## src/rtl/dma_out_buffer.sv

```systemverilog
// -----------------------------------------------------------------------------
// dma_out_buffer
//
// Result-side buffer between the VAE forward datapath and the PYNQ S2MM DMA
// channel. The datapath writes MEM_DEPTH result words by address into a local
// memory while the block is idle. A single-cycle start pulse then streams the
// words out in ascending address order on an AXI-Stream master interface,
// with TLAST marking the final word.
//
// Ports:
//   clk            system clock, all logic on the rising edge
//   rst            synchronous reset, active-high (memory is not cleared)
//   wr_en          write strobe from the datapath
//   wr_addr        write address
//   wr_data        write data
//   start          single-cycle request to begin streaming
//   m_axis_tdata   stream data (registered)
//   m_axis_tvalid  stream valid
//   m_axis_tready  DMA ready
//   m_axis_tlast   high with the final word
//   busy           high while loading or sending
//   done           one-cycle pulse after the last handshake
//   wr_err         one-cycle pulse the cycle after a rejected write
// -----------------------------------------------------------------------------
module dma_out_buffer #(
    parameter int MEM_DEPTH  = 5,
    parameter int ADDR_WIDTH = 3,
    parameter int DATA_WIDTH = 64
) (
    input  logic                  clk,
    input  logic                  rst,
    input  logic                  wr_en,
    input  logic [ADDR_WIDTH-1:0] wr_addr,
    input  logic [DATA_WIDTH-1:0] wr_data,
    input  logic                  start,
    output logic [DATA_WIDTH-1:0] m_axis_tdata,
    output logic                  m_axis_tvalid,
    input  logic                  m_axis_tready,
    output logic                  m_axis_tlast,
    output logic                  busy,
    output logic                  done,
    output logic                  wr_err
);

    typedef enum logic [1:0] {
        IDLE = 2'd0,
        LOAD = 2'd1,
        SEND = 2'd2,
        DONE = 2'd3
    } state_t;

    localparam logic [ADDR_WIDTH-1:0] LAST_ADDR = ADDR_WIDTH'(MEM_DEPTH - 1);

    state_t                  state;
    state_t                  state_next;
    logic [ADDR_WIDTH-1:0]   rd_ptr;
    logic [ADDR_WIDTH-1:0]   next_ptr;
    logic [DATA_WIDTH-1:0]   mem [MEM_DEPTH];
    logic                    wr_accept;
    logic                    handshake;
    logic                    last_beat;

    // Writes land only while idle and only inside the populated address range.
    assign wr_accept = wr_en && (state == IDLE) && (wr_addr <= LAST_ADDR);
    assign handshake = m_axis_tvalid && m_axis_tready;
    assign last_beat = (rd_ptr == LAST_ADDR);
    assign next_ptr  = rd_ptr + ADDR_WIDTH'(1);

    // -------------------------------------------------------------------------
    // State register
    // -------------------------------------------------------------------------
    // NOTE: sequential state uses non-blocking (<=) so every register samples
    // the pre-edge values of the others, independent of statement order.
    always_ff @(posedge clk) begin
        if (rst) begin
            state <= IDLE;
        end else begin
            state <= state_next;
        end
    end

    // -------------------------------------------------------------------------
    // Next-state logic
    // -------------------------------------------------------------------------
    // NOTE: the default assignment ahead of the case keeps every path driven,
    // so no latch is inferred.
    always_comb begin
        state_next = state;
        unique case (state)
            IDLE: if (start) state_next = LOAD;
            LOAD: state_next = SEND;
            SEND: if (handshake && last_beat) state_next = DONE;
            DONE: state_next = IDLE;
            default: state_next = IDLE;
        endcase
    end

    // -------------------------------------------------------------------------
    // State-decoded outputs
    // -------------------------------------------------------------------------
    always_comb begin
        busy = 1'b0;
        done = 1'b0;
        unique case (state)
            LOAD, SEND: busy = 1'b1;
            DONE:       done = 1'b1;
            default:    ;
        endcase
    end

    // -------------------------------------------------------------------------
    // Result memory
    // -------------------------------------------------------------------------
    // NOTE: the memory has no reset on purpose; results written before a
    // reset stay valid and the array maps cleanly onto RAM primitives.
    always_ff @(posedge clk) begin
        if (wr_accept) begin
            mem[wr_addr] <= wr_data;
        end
    end

    // -------------------------------------------------------------------------
    // Stream datapath, read pointer and write-error flag
    // -------------------------------------------------------------------------
    always_ff @(posedge clk) begin
        if (rst) begin
            rd_ptr        <= '0;
            m_axis_tdata  <= '0;
            m_axis_tvalid <= 1'b0;
            m_axis_tlast  <= 1'b0;
            wr_err        <= 1'b0;
        end else begin
            wr_err <= wr_en && !wr_accept;

            unique case (state)
                IDLE: begin
                    if (start) rd_ptr <= '0;
                end
                LOAD: begin
                    // Memory write from the start cycle has committed by now,
                    // so word 0 already reflects it.
                    m_axis_tdata  <= mem[0];
                    m_axis_tvalid <= 1'b1;
                    m_axis_tlast  <= (MEM_DEPTH == 1);
                end
                SEND: begin
                    // Without a handshake nothing changes, which keeps the
                    // beat stable under backpressure.
                    if (handshake) begin
                        if (last_beat) begin
                            m_axis_tvalid <= 1'b0;
                            m_axis_tlast  <= 1'b0;
                        end else begin
                            rd_ptr       <= next_ptr;
                            m_axis_tdata <= mem[next_ptr];
                            m_axis_tlast <= (next_ptr == LAST_ADDR);
                        end
                    end
                end
                default: ;
            endcase
        end
    end

endmodule

```

## config.mk

```make
export PLATFORM = sky130hd
export DESIGN_NAME = dma_out_buffer
export DESIGN_NICKNAME = d
export VERILOG_FILES = /design/src/rtl/dma_out_buffer.sv
export SDC_FILE = /design/constraint.sdc
export NUM_CORES = 1
export LEC_CHECK = 0
export ABC_CLOCK_PERIOD_IN_PS = 24900
export CORE_MARGIN = 2
export CORE_UTILIZATION = 35
export CTS_BUF_LIST = sky130_fd_sc_hd__clkbuf_16
export DETAILED_ROUTE_END_ITERATION = 12
export SYNTH_ARGS = -nofsm -noshare
export SYNTH_HDL_FRONTEND = slang
export SYNTH_SLANG_ARGS = --single-unit
export TNS_END_PERCENT = 50
```

## constraint.sdc

```tcl
create_clock -name clk -period 24.9 [get_ports clk]
set_clock_uncertainty 0.15 [all_clocks]
set_input_delay 3.735 -clock clk [delete_from_list [all_inputs] [get_ports clk]]
set_output_delay 3.735 -clock clk [all_outputs]
set_load 0.005 [all_outputs]
```

[Word-level counts from Yosys, hierarchy flattened]
Memory sizes are Yosys's and may differ from the RTL's.
Index checks and enable logic that the tools add are counted.
Cells by class
  bitwise logic cells: 0
  $mul: 0
  equality and inequality tests: 10
  divide/modulo/power cells: 0
  mux-type cells: 20
  shifts and indexed selects: 0
  reductions and logical operators: 15
  $lt $le $gt $ge: 1
  $add $sub $neg: 1
Operators with widths (count)
  2-to-1 mux 64 bit: 2
  one-hot mux 64 bit (2 select lines): 1
  inequality test 2 bit (second input constant): 5
  2-to-1 mux 3 bit: 3
  2-to-1 mux 1 bit: 8
  one-hot mux 2 bit (4 select lines): 1
  == test 3 bit (second input constant): 2
  one-hot mux 3 bit (2 select lines): 1
  AND reduction 3 bit: 2
  logical AND 1 bit: 5
  == test 2 bit (second input constant): 2
  2-to-1 mux 2 bit: 2
  one-hot mux 1 bit (2 select lines): 2
  AND reduction 2 bit: 2
  AND reduction 4 bit: 1
  nonzero test 2 bit: 2
  adder 3 x 1 -> 3 bit (second input constant): 1
  <= comparator 3 bit (second input constant): 1
  == test 2 x 1 -> 1 bit (second input constant): 1
  zero test 2 bit: 1
  OR reduction 2 bit: 1
  zero test 1 bit: 1
Storage, ports and cells
  RAM bits: 320
  ROM bits: 0
  input port bits: 72
  memories: 1
  register bits after elaboration: 72
  latch bits: 0
Memories
  mem: depth 5, width 64, read ports 2, clocked after Yosys merged registers in 0, wr ports 1, line 58  | logic [DATA_WIDTH-1:0] mem [MEM_DEPTH];

[Depth between registers and ports, before layout]
Gate-level depths: netlist (run 1).
  depth in word-level cells: 5
  depth in mapped cells: 10
  gate-level depth less buffers: 5

[Worst setup path after synthesis (run 1)]
No wires, ideal clock.
  kind: in2reg
  start: in wr_en
  end: mem mem[1][0], enable pin
  path slack: 13.618 ns
  setup time: 0.670 ns
  cell stages on the path: 2
  arrival time: 10.463 ns
  path through: nand2_1 -> nor4b_1
Between the ends
  word-level cells in the longest chain between the ends: 4
Ends and longest elaborated chain
  start: declaration: line 32  | input logic wr_en,
  logical AND 1 bit (2 in series): line 64  | assign wr_accept = wr_en && (state == IDLE) && (wr_addr <= LAST_ADDR);
  2-to-1 mux 1 bit: line 117  | if (wr_accept) begin
  2-to-1 mux 1 bit (implied by the code): line 118  | mem[wr_addr] <= wr_data;
  end: declaration: line 58
No other way between the ends.

[Final worst setup path (run 1)]
  start: in m_axis_tready
  end: reg m_axis_tdata[0]
Between the ends
  word-level cells in the longest chain between the ends: 3
Ends and longest elaborated chain
  start: declaration: line 38  | input logic m_axis_tready,
  logical AND 1 bit: line 65  | assign handshake = m_axis_tvalid && m_axis_tready;
  inequality test 2 bit (no line)
  AND reduction 3 bit (no line)
  end signal: assignment: line 142  | m_axis_tdata <= mem[0];
  end signal: assignment: line 155  | m_axis_tdata <= mem[next_ptr];
  end: declaration: line 36  | output logic [DATA_WIDTH-1:0] m_axis_tdata,
No other way between the ends.
A chain may end at the register's enable or synchronous reset.

==> results by group, run 1 <==
Clocking
  – Clock sinks: about 390
  – Clock root buffer: clkbuf_16
  – Skew-Pair Late Insertion Delay: 0.54 ns
  – Clk buf depth: 3
  – Reg clk slew, reported paths: about 0.06 ns
  – Cts repair resizes: 0
  – Clock buffer count from CTS: 42
  – CTS hold repair buffers: 0
  – Post-CTS setup buffer count: 0
  – CTS tree: built
  – H-tree level count: 2

Layout
  – Design area: 18,480 um2
  – Layout cells sized above 1: between 10% and 20%
  – Area delta synth->final: 20.66%
  – Final #Nets: between 1,000 and 1,500

Synthesis
  – Post-synth EDFFs: 320
  – Sequential share of the synthesized area: 72.13%
  – Leading post-synthesis cells by cell area: edfxtp_1 63%, dfxtp_1 9.4%, mux2_2 8.4%, a222oi_1 4.1%, a311oi_1 3.7%
  – #FFs+latches synth: slightly below 400
  – Yosys top cell area share: roughly 63%
  – Syn Inst Count: approximately 900
  – Main synth FF type: edfxtp_1
  – Synth Net Count: 1,001
  – Avg Cell Area, Syn: approximately 17 um2
  – Cell taking the most area after synthesis: edfxtp_1
  – Synth unique cells: 37
  – Top cells by count, synth: 320 x edfxtp_1, 114 x mux2_2, 72 x dfxtp_1
  – YS warnings: 0
  – Asr flop ratio synth: 0%
  – Most common cell in the netlist: edfxtp_1
  – Cell Area, Synth: approximately 15,000 um2

STA
  – Setup_tns: 0 ns
  – Slew HR: 25.27%
  – Final hold violations: 0
  – Final setup vio count: 0
  – RSZ-0062 raised after global routing: false
  – Slew Viols, Final: 0
  – Final min period: roughly 6.1 ns
  – Least-Margin Pin Slew: approximately 1.1 ns
  – Fmax: 0.1646 GHz
  – Final worst-path cycle share: 24.40%
  – PnR worst setup slack: about 19 ns

Placement
  – RePlAce Congestion: 0.7184
  – IO buf count: 140
  – Placement Cell Area: 17,160 um2
  – Dpl hpwl: 19,380 um
  – Placement Setup Slack: approximately 18 ns

Critical path
  – Max incr delay on CP: about 0.89 ns
  – Number of buffers and inverters on the critical path: 1
  – Type of the worst setup path: input pin to flop
  – Required @ worst endpoint: 25.09 ns
  – Reg-to-reg startpoint: state[0]$_SDFFE_PP0P_
  – Maximum fanout along the worst path: 67
  – CP Launch Point: m_axis_tready
  – Worst endpoint data arrival time: roughly 6.3 ns
  – Slowest stage cell, crit path: and3_4
  – CP Cell Sequence: clkdlybuf4s50_1 > and3_4 > a21o_4 > a311oi_1
  – Critical Path Start Type: input pin
  – Delay-heaviest family, CP: compound AO/OA/AOI/OAI gates
  – Setup crit end kind: flop

Power and ir drop
  – P_leak: around 5.7 nW
  – Peak VDD IR: between 0.0001 and 0.00015 V
  – Pwr dens: about 100 nW/um2

Floorplanning
  – Vert. Die Dim: 213.2 um
  – Core Region: roughly 43,000 um2
  – DIE AREA: 45,460 um2
  – FP Rows: between 70 and 80
  – Width of the die: ~210 um
  – I/O Pins: 141
  – Starting Density: between 30% and 40%

Global routing
  – Number of global-route vias before repair: ~9,300
  – Largest net degree at the start of global routing: 73
  – Grt total ovfl: 0
  – Tot GR Track Use: roughly 17%
  – Global-route wire length before repair: 57,440 um
  – Antenna violations before repair: 3

Route
  – Routed WL: ~40,000 um
  – Vias: between 9,000 and 10,000
  – Detailed-route vias per instance: between 5 and 6
  – # DRC: 0
  – First DRT Iteration DRCs: 866
  – Routed Antenna Nets: 0
  – TritonRoute pass-1 iters: 8
  – WL/cell: 23.59 um

Status
  – Outcome: complete, no violations

Hold path
  – Hold path startpoint: state[1]$_SDFFE_PP0P_
  – Hold Crit Class: flop to flop

Flow run
  – # Max-Cap Violations: 0
-- logic make-up (layout without fill, tap and decap cells) --
logic type	Yosys count	in the layout	synth area share, %
and+or+nand+nor	92	92	2.736
muxes	128	128	9.409
adders and majority gates	8	8	0.6534
buffers and inverters	87	236	3.095
other	0	1	0
AOI/OAI and AO/OA	214	214	11.97
DFF	392	392	72.13
-- metrics by stage --
step           std cells  utilization (%)  power [mW]  hold slack (ns)
2_1_floorplan        921                -       1.097           0.3051
3_3_place_gp        1577            39.76       1.299           0.3398
3_5_place_dp        1577            39.76       1.306           0.3620
4_1_cts             1655            42.81       1.895           0.3692
5_1_grt             1655            42.81       1.956           0.3862
6_report            1656            42.82       1.876           0.3757
-- final timing paths --
check	end	slack [ns]	depth (start not counted)
worst min register to register	state[1]$_SDFFE_PP0P_	0.38	2
worst max-delay path	m_axis_tdata[0]$_SDFFE_PP0P_	18.82	4
worst min-delay path	state[1]$_SDFFE_PP0P_	0.38	2
worst max register to register	m_axis_tdata[0]$_SDFFE_PP0P_	21.39	5
-- routing by layer --
layer / wire [um] / part of all wire (%) / vias up / global-route usage (%)
li1: - / - / 4053 / -
met1: 16580 / 42 / 4729 / 22.50
met2: 18910 / 48 / 357 / 28.90
met3: 2882 / 7.4 / 58 / 3.280
met4: 670 / 1.7 / 4 / 4.454
met5: 27 / 0.069 / - / 0
-- cell type report --
| type | instances | area, um2 |
|---|---|---|
| fillers | 3931 | 24690 |
| clock inverters | 33 | 191.4 |
| diodes | 1 | 2.502 |
| well taps | 585 | 732.0 |
| repair buffers | 152 | 1489 |
| flip-flops and latches | 392 | 11050 |
| inverters | 6 | 22.52 |
| clock buffers | 45 | 1126 |
| multi-input cells | 442 | 3866 |
-- power breakdown --
group | switching, mW | internal (mW) | leakage (nW)
clock network | 0.242 | 0.345 | 0.700
logic | 0.232 | 0.215 | 1.49
registers | 0.0545 | 0.787 | 3.49
-- sequential cells by signal, indices dropped and copies added (netlist names) --
register	flops
mem	320
m_axis_tlast	1
m_axis_tdata	64
state	2
rd_ptr	3
m_axis_tvalid	1
wr_err	1
-- cells in the final DEF, fill, tap and decap left out, types with 14 or more instances in the layout --
| master | instances |
|---|---|
| edfxtp_1 | 320 |
| mux2_1 | 14 |
| nand2_1 | 64 |
| a311oi_1 | 64 |
| a222oi_1 | 63 |
| clkdlybuf4s50_1 | 139 |
| mux2_2 | 114 |
| dfxtp_1 | 71 |
| clkbuf_16 | 45 |
| inv_1 | 18 |
| a211oi_1 | 65 |
-- tightest hold or removal path, delay by kind of cell (launching register included) --
kind | cells | cell delay (ns)
flip-flops | 1 | 0.34
AO/OA/AOI/OAI | 2 | 0.14
No activity file was read; power rests on OpenSTA's default activity.
==> run 2, diff against run 1 <==
--- a/config.mk
+++ b/config.mk
@@ -5,7 +5,7 @@
 export SDC_FILE = /design/constraint.sdc
 export NUM_CORES = 1
 export LEC_CHECK = 0
-export ABC_CLOCK_PERIOD_IN_PS = 24900
+export ABC_CLOCK_PERIOD_IN_PS = 5100
 export CORE_MARGIN = 2
 export CORE_UTILIZATION = 35
 export CTS_BUF_LIST = sky130_fd_sc_hd__clkbuf_16
==> constraint.sdc (replaced) <==
create_clock -name clk -period 5.1 [get_ports clk]
set_clock_uncertainty 0.15 [all_clocks]
set_input_delay 0.765 -clock clk [delete_from_list [all_inputs] [get_ports clk]]
set_output_delay 0.765 -clock clk [all_outputs]
set_load 0.005 [all_outputs]
==> results by group, run 2 (synthesis results as in run 1) <==
Clocking
  – Skew-Pair Late Insertion Delay: 0.54 ns
  – CTS tree: built
  – Clock sinks: 392
  – CTS hold repair buffers: 0
  – Cts repair resizes: 0
  – Reg clk slew, reported paths: around 0.060 ns
  – Clock root buffer: clkbuf_16
  – Clk buf depth: 3
  – Clock buffer count from CTS: between 40 and 50
  – Post-CTS setup buffer count: 0
  – H-tree level count: 2

Critical path
  – Critical Path Most Common Cell: ha_1
  – Critical Path Start Type: flop
  – Slowest stage cell, crit path: nor2b_4
  – Maximum fanout along the worst path: between 40 and 50
  – Setup crit end kind: flop
  – Required @ worst endpoint: between 5 and 6 ns
  – Flop2flop setup slack: between 1.5 and 2 ns
  – Max incr delay on CP: 0.80 ns
  – Type of the worst setup path: flop to flop
  – CP Cell Sequence: ha_1 > ha_1 > nor2b_4 > buf_12 > a222oi_1 > a311oi_1
  – Worst endpoint data arrival time: 3.43 ns

Route
  – # DRC: 0
  – TritonRoute pass-1 iters: 8
  – Detailed-route vias per instance: 5.576
  – Vias: between 9,000 and 10,000
  – First DRT Iteration DRCs: 895
  – Routed WL: just under 40,000 um
  – WL/cell: roughly 23 um
  – Routed Antenna Nets: 0

Layout
  – Layout cells sized above 1: around 18%
  – Commonest non-fill, non-tap cell in the layout: edfxtp_1
  – Largest Register: mem
  – Most frequent cells in the layout: 320 x edfxtp_1, 139 x clkdlybuf4s50_1, 114 x mux2_2
  – Area delta synth->final: 20.79%
  – Biggest regs: mem (320), m_axis_tdata (64), rd_ptr (3)
  – Largest register FFs: 320
  – Final core occ: about 43%
  – Final #Nets: between 1,000 and 1,500

STA
  – Final hold violations: 0
  – Fmax: roughly 0.32 GHz
  – Worst hold slack: roughly 0.35 ns
  – Least-Margin Pin Slew: roughly 1.1 ns
  – Final setup vio count: 0
  – Slew Viols, Final: 0
  – Slew HR: a little over a quarter
  – PnR worst setup slack: around 1.9 ns
  – Final worst-path cycle share: 61.93%
  – RSZ-0062 raised after global routing: false
  – Final min period: about 3.2 ns

Global routing
  – Global-route wire length before repair: around 57,000 um
  – Number of global-route vias before repair: 9,452
  – Antenna violations before repair: 0
  – Grt total ovfl: 0
  – Tot GR Track Use: 16.78%
  – Largest net degree at the start of global routing: 73

Placement
  – Dpl hpwl: between 15,000 and 20,000 um
  – Placement Setup Slack: around 1.8 ns
  – IO buf count: 140
  – RePlAce Congestion: ~0.74

Power and ir drop
  – Switching Share: 28.18%
  – P_leak: 5.692 nW
  – Pwr dens: roughly 500 nW/um2
  – Clock Power Share: 31.6%
  – Peak VDD IR: 0.0003092 V
  – Comb pwr share: between 20% and 30%
  – Power share of the sequential group: between 40 and 50%
  – Internal Pwr Total: between 6 and 7 mW
  – Switching Power: roughly 2.6 mW

Floorplanning
  – Starting Density: a little over a third
  – Core Region: between 40,000 and 50,000 um2
  – I/O Pins: about 140
  – FP Rows: 76
  – DIE AREA: 45,460 um2
  – Vert. Die Dim: approximately 210 um
  – Width of the die: roughly 210 um

Flow run
  – # Max-Cap Violations: 0

Status
  – Outcome: complete, no violations

Hold path
  – Hold Crit Class: flop to flop
-- run 2: changes by cell type in the layout (fill, tap and decap cells not counted), moves of 2 or more --
cell / delta
buf_4: -2
bufinv_16: +2
clkbuf_16: -2
clkinv_1: -2
clkinv_2: -3
inv_1: +3
-- run 2: power groups by stage --
stage                     registers (mW)  logic [mW]  clock network, mW
after floorplan                     4.09        1.26                  0
after global placement              4.18        2.17                  0
after detailed placement            4.19        2.20                  0
after CTS                           4.12        2.21               2.97
after global routing                4.15        2.37               3.09
final                               4.11        2.19               2.92
-- run 2: per-layer routing --
layer	wire length, um	track usage [%]	share of wire, %	vias to the layer above
li1	-	-	-	4054
met1	17250	23.71	44	4770
met5	0	0	0	-
met2	18340	27.06	47	349
met3	2548	2.618	6.6	49
met4	701	4.334	1.8	0
-- run 2: final timing paths --
path | cells after the start | startpoint | endpoint
worst max-delay path | 6 | rd_ptr[0]$_SDFFE_PP0P_ | m_axis_tdata[26]$_SDFFE_PP0P_
worst min-delay path | 2 | rd_ptr[1]$_SDFFE_PP0P_ | rd_ptr[1]$_SDFFE_PP0P_
worst max register to register | 6 | rd_ptr[0]$_SDFFE_PP0P_ | m_axis_tdata[26]$_SDFFE_PP0P_
worst min register to register | 2 | rd_ptr[1]$_SDFFE_PP0P_ | rd_ptr[1]$_SDFFE_PP0P_
-- run 2: final cells by class --
type	count	area, um2
fill	3921	24670
sequential	392	11050
multi-input combinational	442	3875
timing repair buffer	151	1494
clock buffer	43	1076
tap	585	732.0
clock inverter	34	249.0
inverter	6	22.52
antenna	1	2.502
-- run 2: worst max-delay path: cells and delay by family, from the launching register on --
| kind | cells | cell delay [ns] |
|---|---|---|
| adder cells (fa/ha/maj) | 2 | 0.53 |
| AO/OA/AOI/OAI | 2 | 0.48 |
| AND/OR/NAND/NOR | 1 | 0.80 |
| buffers and inverters | 1 | 0.33 |
| flip-flops | 1 | 0.74 |
-- run 2: stage by stage --
stage	area, um2	power, mW	TNS [ns]	std cells
2_1_floorplan	15330	5.354	-587.46	921
3_5_place_dp	17180	6.387	0	1576
4_1_cts	18500	9.305	0	1653
5_1_grt	18500	9.610	0	1653
6_report	18510	9.215	0	1654
3_3_place_gp	17180	6.349	0	1576
